===== src/rtl/snake_pkg.sv =====
// snake_pkg
// Shared encodings for the snake game: movement directions, game states,
// the opposite-direction helper used by the reversal filter, and the
// board size shared with block_controller.
package snake_pkg;

    typedef enum logic [2:0] {
        DIR_NONE  = 3'd0,
        DIR_UP    = 3'd1,
        DIR_DOWN  = 3'd2,
        DIR_LEFT  = 3'd3,
        DIR_RIGHT = 3'd4
    } dir_t;

    typedef enum logic [1:0] {
        ST_IDLE  = 2'd0,
        ST_RUN   = 2'd1,
        ST_PAUSE = 2'd2
    } game_state_t;

    localparam int GRID_SIZE = 15;

    function automatic dir_t opposite(input dir_t d);
        dir_t o;
        case (d)
            DIR_UP:    o = DIR_DOWN;
            DIR_DOWN:  o = DIR_UP;
            DIR_LEFT:  o = DIR_RIGHT;
            DIR_RIGHT: o = DIR_LEFT;
            default:   o = DIR_NONE;
        endcase
        return o;
    endfunction

endpackage


===== src/rtl/btn_debounce.sv =====
// btn_debounce
// Synchronises one raw button into clk and debounces it.
// Ports:
//   clk, rst_n : master clock, async active-low reset
//   btn        : raw asynchronous button
//   level      : debounced button level
//   rise       : one-cycle press event, high in the cycle the level is
//                about to flip from 0 to 1
module btn_debounce
    import snake_pkg::*;
#(
    parameter int DEBOUNCE_CYCLES = 1_000_000,
    parameter int CNT_W           = 25
) (
    input  logic clk,
    input  logic rst_n,
    input  logic btn,
    output logic level,
    output logic rise
);

    logic             meta;
    logic             sync;
    logic [CNT_W-1:0] cnt;
    logic             at_limit;

    assign at_limit = (cnt == CNT_W'(DEBOUNCE_CYCLES - 1));

    always_ff @(posedge clk or negedge rst_n) begin
        if (!rst_n) begin
            meta  <= 1'b0;
            sync  <= 1'b0;
            level <= 1'b0;
            cnt   <= '0;
        end else begin
            meta <= btn;
            sync <= meta;
            if (sync != level) begin
                if (at_limit) begin
                    level <= sync;
                    cnt   <= '0;
                end else begin
                    cnt <= cnt + CNT_W'(1);
                end
            end else begin
                cnt <= '0;
            end
        end
    end

    // Decoded from registers only, so the event lines up with the cycle the
    // level flips and the FSM acts on the same edge that updates the level.
    assign rise = sync & ~level & at_limit;

endmodule


===== src/rtl/snake_dir_ctrl.sv =====
// snake_dir_ctrl
// Turns raw board buttons into the movement command for block_controller:
// a one-cycle move tick and a one-hot heading that only changes on a tick.
// Ports:
//   clk, rst_n                     : master clock, async active-low reset
//   btn_up/down/left/right         : raw direction buttons
//   btn_center                     : raw start/pause button
//   move_tick                      : one-cycle pulse per game step
//   up/down/left/right             : one-hot heading, nonzero only in RUN
//   game_state                     : 0 IDLE, 1 RUN, 2 PAUSE
//
// state | meaning
// IDLE  | waiting for the first direction press, counter held at 0
// RUN   | ticking every TICK_CYCLES, accepting non-reversing directions
// PAUSE | counter frozen, outputs blanked, directions ignored
module snake_dir_ctrl
    import snake_pkg::*;
#(
    parameter int DEBOUNCE_CYCLES = 1_000_000,
    parameter int TICK_CYCLES     = 25_000_000,
    parameter int CNT_W           = 25
) (
    input  logic       clk,
    input  logic       rst_n,
    input  logic       btn_up,
    input  logic       btn_down,
    input  logic       btn_left,
    input  logic       btn_right,
    input  logic       btn_center,
    output logic       move_tick,
    output logic       up,
    output logic       down,
    output logic       left,
    output logic       right,
    output logic [1:0] game_state
);

    logic [4:0] btn_raw;
    logic [4:0] btn_rise;
    logic [4:0] levels_unused;

    assign btn_raw = {btn_center, btn_right, btn_left, btn_down, btn_up};

    for (genvar i = 0; i < 5; i++) begin : g_btn
        btn_debounce #(
            .DEBOUNCE_CYCLES(DEBOUNCE_CYCLES),
            .CNT_W          (CNT_W)
        ) u_db (
            .clk  (clk),
            .rst_n(rst_n),
            .btn  (btn_raw[i]),
            .level(levels_unused[i]),
            .rise (btn_rise[i])
        );
    end

    logic center_rise;
    assign center_rise = btn_rise[4];

    game_state_t      state, state_nxt;
    dir_t             heading, heading_nxt;
    dir_t             pending, pending_nxt;
    dir_t             out_dir, out_dir_nxt;
    logic [CNT_W-1:0] tick_cnt, tick_nxt;
    logic             tick_q, tick_q_nxt;
    dir_t             dir_evt;
    logic             dir_ok;
    logic             wrap;

    always_comb begin
        dir_evt = DIR_NONE;
        if (btn_rise[3])      dir_evt = DIR_RIGHT;
        else if (btn_rise[2]) dir_evt = DIR_LEFT;
        else if (btn_rise[0]) dir_evt = DIR_UP;
        else if (btn_rise[1]) dir_evt = DIR_DOWN;
    end

    // Reversals are judged against the committed heading, so a queued turn
    // cannot be used to sneak a 180-degree turn through in two presses.
    assign dir_ok = (dir_evt != DIR_NONE) && (dir_evt != opposite(heading));
    assign wrap   = (tick_cnt == CNT_W'(TICK_CYCLES - 1));

    always_ff @(posedge clk or negedge rst_n) begin
        if (!rst_n) begin
            state <= ST_IDLE;
        end else begin
            state <= state_nxt;
        end
    end

    always_comb begin
        state_nxt   = state;
        heading_nxt = heading;
        pending_nxt = pending;
        out_dir_nxt = out_dir;
        tick_nxt    = tick_cnt;
        tick_q_nxt  = 1'b0;
        case (state)
            ST_IDLE: begin
                tick_nxt    = '0;
                out_dir_nxt = DIR_NONE;
                if (dir_ok) begin
                    pending_nxt = dir_evt;
                    heading_nxt = dir_evt;
                    state_nxt   = ST_RUN;
                end
            end
            ST_RUN: begin
                if (center_rise) begin
                    state_nxt = ST_PAUSE;
                    // A wrap due in this cycle is deferred: the counter stays
                    // at its last count and wraps on the first cycle after resume.
                    if (!wrap) tick_nxt = tick_cnt + CNT_W'(1);
                end else begin
                    if (dir_ok) pending_nxt = dir_evt;
                    if (wrap) begin
                        tick_nxt    = '0;
                        heading_nxt = pending_nxt;
                        out_dir_nxt = pending_nxt;
                        tick_q_nxt  = 1'b1;
                    end else begin
                        tick_nxt = tick_cnt + CNT_W'(1);
                    end
                end
            end
            ST_PAUSE: begin
                if (center_rise) state_nxt = ST_RUN;
            end
            default: begin
                state_nxt   = ST_IDLE;
                tick_nxt    = '0;
                out_dir_nxt = DIR_NONE;
            end
        endcase
    end

    always_ff @(posedge clk or negedge rst_n) begin
        if (!rst_n) begin
            heading  <= DIR_NONE;
            pending  <= DIR_NONE;
            out_dir  <= DIR_NONE;
            tick_cnt <= '0;
            tick_q   <= 1'b0;
        end else begin
            heading  <= heading_nxt;
            pending  <= pending_nxt;
            out_dir  <= out_dir_nxt;
            tick_cnt <= tick_nxt;
            tick_q   <= tick_q_nxt;
        end
    end

    // Gated by the state register so reset and PAUSE blank the outputs
    // without waiting for a clock edge.
    assign move_tick  = tick_q;
    assign up         = (state == ST_RUN) && (out_dir == DIR_UP);
    assign down       = (state == ST_RUN) && (out_dir == DIR_DOWN);
    assign left       = (state == ST_RUN) && (out_dir == DIR_LEFT);
    assign right      = (state == ST_RUN) && (out_dir == DIR_RIGHT);
    assign game_state = state;

endmodule

===== config.mk =====
export PLATFORM = sky130hd
export DESIGN_NAME = snake_dir_ctrl
export DESIGN_NICKNAME = d
export VERILOG_FILES = /design/src/rtl/snake_pkg.sv /design/src/rtl/btn_debounce.sv /design/src/rtl/snake_dir_ctrl.sv
export SDC_FILE = /design/constraint.sdc
export NUM_CORES = 1
export LEC_CHECK = 0
export ABC_AREA = 1
export BUFFER_PORTS_ARGS = -buffer_cell sky130_fd_sc_hd__buf_2
export CORE_MARGIN = 2
export CORE_UTILIZATION = 45
export CTS_CLUSTER_DIAMETER = 40
export DETAILED_ROUTE_END_ITERATION = 6
export GPL_TIMING_DRIVEN = 0
export PLACE_DENSITY_LB_ADDON = 0.3
export SKIP_LAST_GASP = 1
export SLEW_MARGIN = 30
export SYNTH_ARGS = -nofsm -noshare
export SYNTH_HDL_FRONTEND = slang
export SYNTH_HIERARCHICAL = 1
export SYNTH_SLANG_ARGS = --single-unit

===== constraint.sdc =====
create_clock -name clk -period 5.3 [get_ports clk]
set_input_delay 0.795 -clock clk [delete_from_list [all_inputs] [get_ports clk]]
set_output_delay 0.795 -clock clk [all_outputs]
set_load 0.1 [all_outputs]

==> flow_metrics.py <==
metrics = {
    "pwr": {
        "p_leak_nw": 5.50,
        "ir_worst_vdd_mv": 0.171,
        "power.total_mw": 2.73,
        "cellPowerDensity_mw_per_mm2": 220,
    },
    "detailed_routing": {
        "vias": 9487,
        "first_pass_iters": 5,
        "wl_per_cell_um": 13.2,
        "ant_nets": 0,
        "met1_length_um": 12500,
        "viasPerCell": 4.96,
        "dr_wl_met3_um": 814,
        "drt_iter0_drc": 649,
        "top_layer": "met4",
        "wirelength_um": 25200,
        "drc": 0,
        "route.met2.wl_um": 11700,
    },
    "cells_and_area": {
        "nFillCells": 2352,
        "antenna_cells": 0,
        "drive_gt1_share_pct": 13.8,
        "num-nets-final": 1595,
        "area_growth_pct": 9.93,
        "multi_input_area_mm2": 0.00605,
        "regArea_mm2": 0.00443,
    },
    "die": {
        "ioPinCount": 14,
        "start_util_pct": 46.1,
        "fp.dieH_um": 162,
        "die_w_um": 162,
        "coreArea_mm2": 0.0245,
        "die-area_mm2": 0.0264,
        "rows": 57,
    },
    "sta": {
        "drv_slew": 0,
        "min_period_ps": 3260,
        "period_share_pct": 61.6,
        "setup_viol": 0,
        "rsz0062_at_grt": "false",
        "max_freq_mhz": 306,
        "skew_ps": 15.4,
        "tightest_slew_ps": 780,
        "relSlewSlack_pct": 47.9,
        "hold_viol": 0,
        "setup_slack_ps": 2040,
    },
    "grt": {
        "grt_max_degree": 88,
        "antenna_found_initial": 0,
        "grt_pass1_wl_um": 44200,
        "grt_overflow": 0,
        "grt_use_total_pct": 20.4,
        "grt_pass1_vias": 9334,
    },
    "worst_setup_path": {
        "worstPathRequired_ps": 4510,
        "crit_type": "register to output pin",
        "startpoint_type": "register",
        "cp_max_fo": 10,
        "rr_startpoint": "g_btn[4].u_db/cnt[0]$_DFF_PN0_",
        "rr_endpoint": "tick_cnt[13]$_DFFE_PN0P_",
        "ff2ff_setup_slack_ps": 2280,
        "reg2reg_depth": 15,
        "critPathLaunch": "game_state[1]$_DFFE_PN0P_",
        "cp-end-kind": "output pin",
        "arrival_ps": 2470,
    },
    "synth": {
        "async_flop_share_pct": 100,
        "syn_avg_cell_area_um2": 7.32,
        "synth_fp_nets": 1561,
        "syn-cell-area_mm2": 0.0113,
        "synthFlopType": "dfrtp_1",
        "synthCells": 1543,
        "synth-edff-count": 0,
        "ys_types": 40,
        "ys_warn_count": 6,
        "ys_seq_elements": 177,
        "ys_seq_area_share_pct": 39.2,
    },
    "cts": {
        "tritoncts": "built",
        "cts_buffer_depth": 2,
        "cts-root-buf": "clkbuf_16",
        "cts_max_level": 4,
        "clkSinkCount": 177,
        "cts-resized-gates": 0,
        "clk_pin_slew_ps": 80,
        "holdBufCountCts": 0,
        "postCtsSetupBuffers": 0,
        "worst_skew_pair.late_latency_ps": 440,
        "cts_inserted_buffers": 17,
    },
    "run_status": {
        "status": "complete, no violations",
    },
    "place": {
        "gp_congestion": 0.901,
        "io_buffers": 13,
        "dp_slack_ps": 2280,
        "place_hpwl_um": 18900,
    },
    "run": {
        "max-cap-violations": 0,
    },
    "min_path": {
        "hp-class": "input pin to async pin",
    },
}
cell usage after synthesis, drive strengths merged (6+ instances only):
library cell    n  area (µm²)
a21oi          37         211
and2           14        87.6
clkbuf          6        22.5
dfrtp         177        4430
ha             11         138
inv           197         744
nand2         381        1670
nand3         138         768
nand4          17         106
nor2          404        1890
nor3           27         146
o21ai          31         196
o22ai           7        68.8
xnor2          16         140
xor2           57         499
flip-flops by register name, summed over array words and instances, names as in the netlist:
signal / cells
g_btn.u_db/level: 5
heading: 3
out_dir: 3
g_btn.u_db/cnt: 125
tick_cnt: 25
g_btn.u_db/sync: 5
move_tick: 1
g_btn.u_db/meta: 5
game_state: 2
pending: 3
critical path, stage by stage, from the launching register on:
cell and delay [ps]:
dfrtp_1 430, nor2_2 370, inv_1 200, clkbuf_1 300
nor4_1 250, buf_2 480
per-stage QoR:
| step | TNS, ps | area, µm² | hold WS, ps | cells | util (%) |
|---|---|---|---|---|---|
| CTS | 0 | 12400 | 224 | 1914 | 50.7 |
| floorplan | -318 | 11300 | 331 | 1543 | - |
| finish | 0 | 12400 | 228 | 1914 | 50.7 |
| global route | 0 | 12400 | 227 | 1914 | 50.7 |
| detailed placement | 0 | 11800 | 336 | 1882 | 48.3 |
| global placement | 0 | 11800 | 332 | 1880 | 48.1 |
worst max-delay path by stage:
stage                                           to  slack, ps  depth (start not counted)
detailed placement        tick_cnt[13]$_DFFE_PN0P_       2280                         15
finish                                          up       2040                          5
CTS                                             up       2000                          5
floorplan                                     down       -110                          5
global placement    g_btn[2].u_db/cnt[8]$_DFF_PN0_        450                          1
global route                                    up       1850                          5
final cells by class:
class / instances / area share (%)
clock inverters: 14 / 1.18
well taps: 324 / 3.27
flip-flops and latches: 177 / 35.7
multi-input cells: 1159 / 48.8
inverters: 197 / 6.00
repair buffers: 15 / 1.05
clock buffers: 18 / 3.54
plain buffers: 10 / 0.494
power breakdown:
group / leakage (nW) / switching, mW / internal, mW
clock: 0.288 / 0.596 / 0.678
sequential: 2.44 / 0.0104 / 1.36
combinational: 2.78 / 0.0612 / 0.0226
total: 5.50 / 0.667 / 2.06
layer usage:
layer  vias to the layer above  global-route usage, %
li1                       4886                      -
met1                      4433                   28.4
met2                       147                   33.9
met3                        21                   3.41
met4                         0                   4.06
met5                         -                      0
layout by cell type (no fill, tap or decap), drive strengths merged, types with 2 or more instances in the layout:
| cell type | count |
|---|---|
| nor2 | 404 |
| nand2 | 381 |
| inv | 204 |
| dfrtp | 177 |
| nand3 | 138 |
| xor2 | 57 |
| a21oi | 37 |
| o21ai | 31 |
| nor3 | 27 |
| clkbuf | 24 |
| buf | 19 |
| nand4 | 17 |
| xnor2 | 16 |
| and2 | 14 |
| ha | 11 |
| o22ai | 7 |
| nor3b | 5 |
| clkinv | 5 |
| nor4 | 4 |
| a31oi | 4 |
| o21bai | 2 |
| nand3b | 2 |
cells by family (layout without fill, tap and decap cells):
kind of cell	Yosys count	after routing	share of synthesized area, %
simple gates	993	993	42.1
compound gates	82	82	4.64
flops	177	177	39.2
fa+ha+maj	11	11	1.22
xor+xnor	73	73	5.66
buf+inv	207	254	7.14
(Power assumes the default switching activity.)
